### src/rtl/srpt_pkg.sv
// srpt_pkg: shared SRPT queue entry layout, priority codes, DMA sizing and types
//   ENTRY_*            bit ranges of the 99-bit queue entry
//   srpt_prio_e        SRPT_* priority codes carried in the entry
//   CACHE_BLOCK_SIZE   bytes moved per fetch entry
//   HOMA_PAYLOAD_SIZE  bytes of payload per Homa data packet
//   dma_tag_width()    tag width for a given number of outstanding reads
package srpt_pkg;

   localparam int ENTRY_W            = 99;
   localparam int ENTRY_PRIO_LO      = 0;
   localparam int ENTRY_PRIO_HI      = 2;
   localparam int ENTRY_GRANTED_LO   = 3;
   localparam int ENTRY_GRANTED_HI   = 22;
   localparam int ENTRY_DBUFFERED_LO = 23;
   localparam int ENTRY_DBUFFERED_HI = 42;
   localparam int ENTRY_REMAINING_LO = 43;
   localparam int ENTRY_REMAINING_HI = 62;
   localparam int ENTRY_DBUFF_ID_LO  = 63;
   localparam int ENTRY_DBUFF_ID_HI  = 71;
   localparam int ENTRY_RPC_ID_LO    = 72;
   localparam int ENTRY_RPC_ID_HI    = 87;
   localparam int ENTRY_RSVD_LO      = 88;
   localparam int ENTRY_RSVD_HI      = 98;

   localparam int CACHE_BLOCK_SIZE   = 64;
   localparam int HOMA_PAYLOAD_SIZE  = 1386;

   typedef enum logic [2:0] {
      SRPT_INVALIDATE,
      SRPT_DBUFF_UPDATE,
      SRPT_GRANT,
      SRPT_EMPTY,
      SRPT_BLOCKED,
      SRPT_ACTIVE
   } srpt_prio_e;

   typedef enum logic [1:0] {
      IDLE,
      LOOKUP,
      ISSUE
   } issue_state_e;

   // What a completion needs to build its notification
   typedef struct packed {
      logic [15:0] rpc_id;
      logic [8:0]  dbuff_id;
      logic [19:0] offset;
      logic [6:0]  len;
   } dma_tag_entry_t;

   function automatic int dma_tag_width(input int n);
      return (n > 1) ? $clog2(n) : 1;
   endfunction

endpackage

### src/rtl/srpt_tag_alloc.sv
// srpt_tag_alloc: DMA tag free bitmap with lowest-free allocation
//   ap_clk, ap_rst_n   clock, synchronous active-low reset (all tags free)
//   alloc              take alloc_tag this cycle
//   alloc_tag          lowest-numbered free tag
//   any_free           at least one tag is free
//   rel, rel_tag       release rel_tag this cycle
//   rel_used           rel_tag is currently allocated
module srpt_tag_alloc import srpt_pkg::*; #(
   parameter int N = 16
) (
   input  logic                         ap_clk,
   input  logic                         ap_rst_n,
   input  logic                         alloc,
   output logic [dma_tag_width(N)-1:0]  alloc_tag,
   output logic                         any_free,
   input  logic                         rel,
   input  logic [dma_tag_width(N)-1:0]  rel_tag,
   output logic                         rel_used
);

   localparam int TW = dma_tag_width(N);

   logic [N-1:0] used;

   // Encoder looks only at the registered bitmap, so a released tag
   // becomes allocatable one cycle later
   always_comb begin
      alloc_tag = '0;
      for (int i = N - 1; i >= 0; i--)
         if (!used[i]) alloc_tag = TW'(i);
   end

   assign any_free = ~&used;
   assign rel_used = used[rel_tag];

   always_ff @(posedge ap_clk) begin
      if (!ap_rst_n) used <= '0;
      else used <= (used | (N'(alloc) << alloc_tag)) & ~(N'(rel) << rel_tag);
   end

endmodule

### src/rtl/srpt_fetch_dma_issue.sv
// srpt_fetch_dma_issue: turns SRPT fetch entries into host DMA reads and completions into dbuff updates
//   ap_clk, ap_rst_n          clock, synchronous active-low reset
//   fetch_in_*                FWFT fetch FIFO (empty, read enable, 99-bit entry)
//   addr_wr_*                 per-RPC host base address table write
//   dma_rd_req_*              read request: addr, len (1..64), tag
//   dma_rd_cpl_*              read completion by tag
//   dbuff_notif_*             rpc, dbuff slot and bytes buffered after the block
//   err_spurious_cpl_o        sticky flag for a completion on a free tag
module srpt_fetch_dma_issue import srpt_pkg::*; #(
   parameter int MAX_RPCS        = 64,
   parameter int MAX_OUTSTANDING = 16
) (
   input  logic                                       ap_clk,
   input  logic                                       ap_rst_n,
   input  logic                                       fetch_in_empty_i,
   output logic                                       fetch_in_read_en_o,
   input  logic [ENTRY_W-1:0]                         fetch_in_data_i,
   input  logic                                       addr_wr_en_i,
   input  logic [15:0]                                addr_wr_rpc_i,
   input  logic [63:0]                                addr_wr_base_i,
   output logic                                       dma_rd_req_valid_o,
   input  logic                                       dma_rd_req_ready_i,
   output logic [63:0]                                dma_rd_req_addr_o,
   output logic [6:0]                                 dma_rd_req_len_o,
   output logic [dma_tag_width(MAX_OUTSTANDING)-1:0]  dma_rd_req_tag_o,
   input  logic                                       dma_rd_cpl_valid_i,
   output logic                                       dma_rd_cpl_ready_o,
   input  logic [dma_tag_width(MAX_OUTSTANDING)-1:0]  dma_rd_cpl_tag_i,
   output logic                                       dbuff_notif_valid_o,
   input  logic                                       dbuff_notif_ready_i,
   output logic [15:0]                                dbuff_notif_rpc_id_o,
   output logic [8:0]                                 dbuff_notif_dbuff_id_o,
   output logic [19:0]                                dbuff_notif_dbuffered_o,
   output logic                                       err_spurious_cpl_o
);

   localparam int TW = dma_tag_width(MAX_OUTSTANDING);
   localparam int RW = $clog2(MAX_RPCS);

   issue_state_e   state;
   logic [15:0]    in_rpc, rpc_q;
   logic [8:0]     in_dbuff, dbuff_q;
   logic [19:0]    in_rem, rem_q, in_off, off_q;
   logic [TW-1:0]  tag_q, alloc_tag;
   logic [63:0]    base_q;
   logic [6:0]     len_c;
   logic           pop, take, any_free, cpl_acc, cpl_used, unused;
   dma_tag_entry_t cpl_ent;

   logic [63:0]    addr_tab [MAX_RPCS];
   dma_tag_entry_t tag_tab  [MAX_OUTSTANDING];

   assign in_rpc   = fetch_in_data_i[ENTRY_RPC_ID_HI:ENTRY_RPC_ID_LO];
   assign in_dbuff = fetch_in_data_i[ENTRY_DBUFF_ID_HI:ENTRY_DBUFF_ID_LO];
   assign in_rem   = fetch_in_data_i[ENTRY_REMAINING_HI:ENTRY_REMAINING_LO];
   assign in_off   = fetch_in_data_i[ENTRY_DBUFFERED_HI:ENTRY_DBUFFERED_LO];
   assign unused   = ^{fetch_in_data_i[ENTRY_RSVD_HI:ENTRY_RSVD_LO],
                       fetch_in_data_i[ENTRY_GRANTED_HI:ENTRY_PRIO_LO],
                       addr_wr_rpc_i[15:RW]};

   // Entries with nothing left are popped and dropped without taking a tag
   assign pop  = ap_rst_n && state == IDLE && !fetch_in_empty_i && any_free;
   assign take = pop && in_rem != '0;
   assign fetch_in_read_en_o = pop;

   assign dma_rd_cpl_ready_o = ap_rst_n && (!dbuff_notif_valid_o || dbuff_notif_ready_i);
   assign cpl_acc = dma_rd_cpl_valid_i && dma_rd_cpl_ready_o;
   assign cpl_ent = tag_tab[dma_rd_cpl_tag_i];

   assign len_c = (rem_q > 20'(CACHE_BLOCK_SIZE)) ? 7'(CACHE_BLOCK_SIZE) : rem_q[6:0];

   srpt_tag_alloc #(.N(MAX_OUTSTANDING)) u_tags (
      .ap_clk    (ap_clk),
      .ap_rst_n  (ap_rst_n),
      .alloc     (take),
      .alloc_tag (alloc_tag),
      .any_free  (any_free),
      .rel       (cpl_acc && cpl_used),
      .rel_tag   (dma_rd_cpl_tag_i),
      .rel_used  (cpl_used)
   );

   // Unreset tables; a same-cycle write and lookup of one RPC reads the old base
   always_ff @(posedge ap_clk) begin
      if (addr_wr_en_i) addr_tab[addr_wr_rpc_i[RW-1:0]] <= addr_wr_base_i;
      if (take) base_q <= addr_tab[in_rpc[RW-1:0]];
      if (state == LOOKUP) tag_tab[tag_q] <= {rpc_q, dbuff_q, off_q, len_c};
   end

   always_ff @(posedge ap_clk) begin
      if (!ap_rst_n) begin
         state              <= IDLE;
         dma_rd_req_valid_o <= 1'b0;
         dma_rd_req_addr_o  <= '0;
         dma_rd_req_len_o   <= '0;
         dma_rd_req_tag_o   <= '0;
      end else begin
         unique case (state)
            IDLE: if (take) begin
               rpc_q   <= in_rpc;
               dbuff_q <= in_dbuff;
               rem_q   <= in_rem;
               off_q   <= in_off;
               tag_q   <= alloc_tag;
               state   <= LOOKUP;
            end
            LOOKUP: begin
               dma_rd_req_addr_o  <= base_q + 64'(off_q);
               dma_rd_req_len_o   <= len_c;
               dma_rd_req_tag_o   <= tag_q;
               dma_rd_req_valid_o <= 1'b1;
               state              <= ISSUE;
            end
            ISSUE: if (dma_rd_req_ready_i) begin
               dma_rd_req_valid_o <= 1'b0;
               state              <= IDLE;
            end
            default: state <= IDLE;
         endcase
      end
   end

   always_ff @(posedge ap_clk) begin
      if (!ap_rst_n) begin
         dbuff_notif_valid_o     <= 1'b0;
         dbuff_notif_rpc_id_o    <= '0;
         dbuff_notif_dbuff_id_o  <= '0;
         dbuff_notif_dbuffered_o <= '0;
         err_spurious_cpl_o      <= 1'b0;
      end else begin
         if (cpl_acc && cpl_used) begin
            dbuff_notif_valid_o     <= 1'b1;
            dbuff_notif_rpc_id_o    <= cpl_ent.rpc_id;
            dbuff_notif_dbuff_id_o  <= cpl_ent.dbuff_id;
            dbuff_notif_dbuffered_o <= cpl_ent.offset + 20'(cpl_ent.len);
         end else if (dbuff_notif_ready_i) begin
            dbuff_notif_valid_o <= 1'b0;
         end
         if (cpl_acc && !cpl_used) err_spurious_cpl_o <= 1'b1;
      end
   end

endmodule

### config.mk
export PLATFORM = sky130hd
export DESIGN_NAME = srpt_fetch_dma_issue
export DESIGN_NICKNAME = d
export VERILOG_FILES = /design/src/rtl/srpt_pkg.sv /design/src/rtl/srpt_tag_alloc.sv /design/src/rtl/srpt_fetch_dma_issue.sv
export SDC_FILE = /design/constraint.sdc
export NUM_CORES = 2
export LEC_CHECK = 0
export ABC_CLOCK_PERIOD_IN_PS = 14300
export BUFFER_PORTS_ARGS = -buffer_cell sky130_fd_sc_hd__buf_2
export CORE_MARGIN = 1
export CORE_UTILIZATION = 30
export DETAILED_ROUTE_END_ITERATION = 10
export PLACE_DENSITY = 0.51
export SLEW_MARGIN = 0
export SYNTH_ARGS = -nofsm -noshare
export SYNTH_HDL_FRONTEND = slang
export SYNTH_MEMORY_MAX_BITS = 65536
export SYNTH_SLANG_ARGS = --single-unit
### constraint.sdc
create_clock -name ap_clk -period 14.3 [get_ports ap_clk]
set_input_delay 2.86 -clock ap_clk [delete_from_list [all_inputs] [get_ports ap_clk]]
set_output_delay 2.86 -clock ap_clk [all_outputs]
set_load 0.03 [all_outputs]
==> impl_metrics.env <==
export IMPL_h_tree_depth=6
export IMPL_grt_max_degree=132
export IMPL_r2r_end="dma_rd_req_addr_o[27]$_SDFFE_PN0P_"
export IMPL_antenna_found_initial=81
export IMPL_switching_power_mw=7.00
export IMPL_p_per_area_nw_per_um2=142
export IMPL_rsz0062_at_grt="false"
export IMPL_fin_util_pct=34.8
export IMPL_drc=0
export IMPL_crit_type="input port to output pin"
export IMPL_die_area_um2=664000
export IMPL_stdcell_area_um2=229000
export IMPL_rr_startpoint="off_q[11]$_DFFE_PP_"
export IMPL_rows=298
export IMPL_track_usage_pct=16.3
export IMPL_p_int_mw=25.6
export IMPL_critPathBufInv=4
export IMPL_power_mw=32.6
export IMPL_ys_async_sr_fraction_pct=0
export IMPL_mostFrequentLayoutCells="5061 x edfxtp_1, 1599 x mux4_2, 578 x clkbuf_16"
export IMPL_switching_share_pct=21.5
export IMPL_fin_crit_ns=8.03
export IMPL_timing_max_cap_violations=0
export IMPL_hold_ws_ns=0.453
export IMPL_die_x_um=815
export IMPL_tns_ns=0
export IMPL_status="completed"
export IMPL_slowest_stage="nor4_1"
export IMPL_fin_worst_skew_ns=0.112
export IMPL_synth_warnings=0
export IMPL_ctsResizeCount=0
export IMPL_crit_required_ns=11.44
export IMPL_pre_cts_ws_ns=6.33
export IMPL_cts_tree="done"
export IMPL_clk_insertion_delay_late_ns=1.10
export IMPL_fp_dieH_um=815
export IMPL_reg2reg_setup_slack_ns=10.14
export IMPL_r2r_cells=9
export IMPL_report_final_slew_viol_count=0
export IMPL_ant_nets=0
export IMPL_syn_cell_area_um2=198000
export IMPL_synth_cell_types=66
export IMPL_path_cells="buf_4 > clkinv_2 > nor4_1 > o41ai_2 > inv_1 > buf_2"
export IMPL_cts_root_buf="clkbuf_16"
export IMPL_io_buffers=270
export IMPL_fin_crit_sh_pct=56.1
export IMPL_initial_core_util_pct=30.1
export IMPL_vias_per_cell=5.17
export IMPL_clk_pin_slew_ns=0.06
export IMPL_placed_cells=16953
export IMPL_syn_avg_cell_area_um2=24.3
export IMPL_max_freq_mhz=125
export IMPL_cts_buffer_depth=4
export IMPL_post_cts_buffers=0
export IMPL_io_pins=315
export IMPL_cp_top_family="buffers and inverters"
export IMPL_synthFlopType="edfxtp_1"
export IMPL_cts_sinks=5202
export IMPL_first_global_vias=95182
export IMPL_power_frac_clock_pct=43.4
export IMPL_syn_num_nets=8379
export IMPL_syn_inst=8160
export IMPL_area_growth_pct=15.6
export IMPL_final_common_cell="edfxtp_1"
export IMPL_seqPwrFrac_pct=51.9
export IMPL_drive_gt1_share_pct=32.4
export IMPL_wl_um=558000
export IMPL_hold_end="dbuff_notif_dbuffered_o[5]$_SDFFE_PN0P_"
export IMPL_critical_path_arrival_ns=5.17
export IMPL_first_pass_iters=6
export IMPL_fin_nets=9034
export IMPL_crit_path_end_kind="output pin"
export IMPL_stdcell_count=17976
export IMPL_worst_path_stages=6
export IMPL_dpl_hpwl_um=305000
export IMPL_cts_buffers=560
export IMPL_hold_path_depth=2
export IMPL_drtIter0Drc=10674
export IMPL_slew_limit_headroom_pct=15.1
export IMPL_hp_start="dbuff_notif_dbuffered_o[5]$_SDFFE_PN0P_"
export IMPL_nFillCells=60044
export IMPL_hold_viol_final=0
export IMPL_seq_area_frac_synth_pct=78.1
export IMPL_yosys_register_bits=5202
export IMPL_postCtsHoldBufs=0
export IMPL_fin_ws_ns=6.27
export IMPL_dpl_cell_area_um2=211000
export IMPL_min_path_type="register to register"
export IMPL_core_um2=658000
export IMPL_wire_per_inst_um=31.0
export IMPL_tightestPinTransition_ns=1.27
export IMPL_worstPathMaxFanout=29
export IMPL_leakage_nw=69.6
export IMPL_finalSetupViolations=0
export IMPL_grt_pass1_wl_um=767000
export IMPL_grt_overflow=0
export IMPL_synth_edf_count=5061
export IMPL_gp_congestion=0.783
export IMPL_vdd_drop_max_v=0.000135
export IMPL_crit_path_start_kind="input port"
export IMPL_critPathMaxStageDelay_ns=0.81
export IMPL_p_comb_share_pct=4.7
export IMPL_vias=92895
==> state kept, by name, summed over array words and instances, names as in the netlist, 4 cells and up <==
name                     count
off_q                       20
dma_rd_req_tag_o             4
rem_q                       20
dbuff_notif_dbuff_id_o       9
dma_rd_req_len_o             7
tag_q                        4
rpc_q                       16
tag_tab                    832
dbuff_q                      9
addr_tab                  4096
base_q                      64
dma_rd_req_addr_o           64
dbuff_notif_dbuffered_o     20
dbuff_notif_rpc_id_o        16
u_tags.used                 16
==> worst register-to-register path: stages (launching register included) <==
cell       delay [ns]
edfxtp_1         0.84
ha_1             0.42
and3_1           0.26
and2_1           0.20
a221o_1          0.38
o2111ai_2        0.21
buf_4            0.38
a21boi_0         0.30
xor2_2           0.85
o211a_1          0.24
==> kinds of logic after synthesis <==
logic type      synth area share (%)
mux                             18.2
simple gates                    1.14
fa+ha+maj                      0.191
xor+xnor                       0.261
buf+inv                         1.03
flops                           78.1
compound gates                  1.06
==> cell type report <==
type                       count  area (µm²)  area share (%)
sequential                  5202      155000            67.6
multi-input combinational   2512       42000            18.3
clock buffer                 728       15100            6.61
tap                         8700       10900            4.75
timing repair buffer         515        3410            1.49
clock inverter               272        2680            1.17
inverter                      24        91.3          0.0399
antenna                       23        57.6          0.0251
==> power by group through the flow <==
stage,Clock [mW],Sequential (mW),Combinational [mW]
final,14.2,16.9,1.53
after CTS,14.4,16.9,1.56
after global placement,0,17.2,1.53
after global routing,15.0,16.9,1.63
after detailed placement,0,17.2,1.55
after floorplan,0,17.2,0.879
==> routing by layer <==
metal | GRT usage, % | vias up | share of wire (%)
met5 | 0 | - | 0.020
li1 | - | 36722 | -
met2 | 26.5 | 3740 | 48
met4 | 3.61 | 18 | 2.2
met1 | 22.3 | 51596 | 41
met3 | 4.04 | 819 | 8.5
==> worst max path at each step <==
stage                   startpoint                                  endpoint
6_report                  ap_rst_n                        fetch_in_read_en_o
5_1_grt                   ap_rst_n                        fetch_in_read_en_o
4_1_cts                   ap_rst_n                        fetch_in_read_en_o
3_5_place_dp   dma_rd_cpl_tag_i[0]  dbuff_notif_dbuffered_o[16]$_SDFFE_PN0P_
3_3_place_gp   dma_rd_cpl_tag_i[0]  dbuff_notif_dbuffered_o[14]$_SDFFE_PN0P_
2_1_floorplan             ap_rst_n                u_tags.used[15]$_SDFF_PN0_
==> Yosys cell counts, types with 9 or more instances <==
master	count	area, µm²
nor3_1	26	130
buf_2	90	450
dfxtp_1	141	2820
or3_1	13	81.3
a21oi_1	127	636
nor2_1	130	488
ha_1	27	338
nor2b_1	10	62.6
and2_1	12	75.1
buf_1	40	150
a21boi_0	10	75.1
nand3_1	37	185
nor4_1	21	131
nand4_1	17	106
a211oi_1	20	150
and3_1	9	56.3
buf_4	43	323
a21o_1	14	105
edfxtp_1	5061	152000
xnor2_1	53	464
a22oi_1	18	135
a31oi_1	10	62.6
nand2_1	156	586
nand3b_1	10	75.1
mux4_2	1599	36000
inv_1	23	86.3
o21ai_0	86	430
clkbuf_1	237	890
nand2b_1	12	75.1
buf_6	10	113
Note: power is estimated with default switching activity, not from simulation.
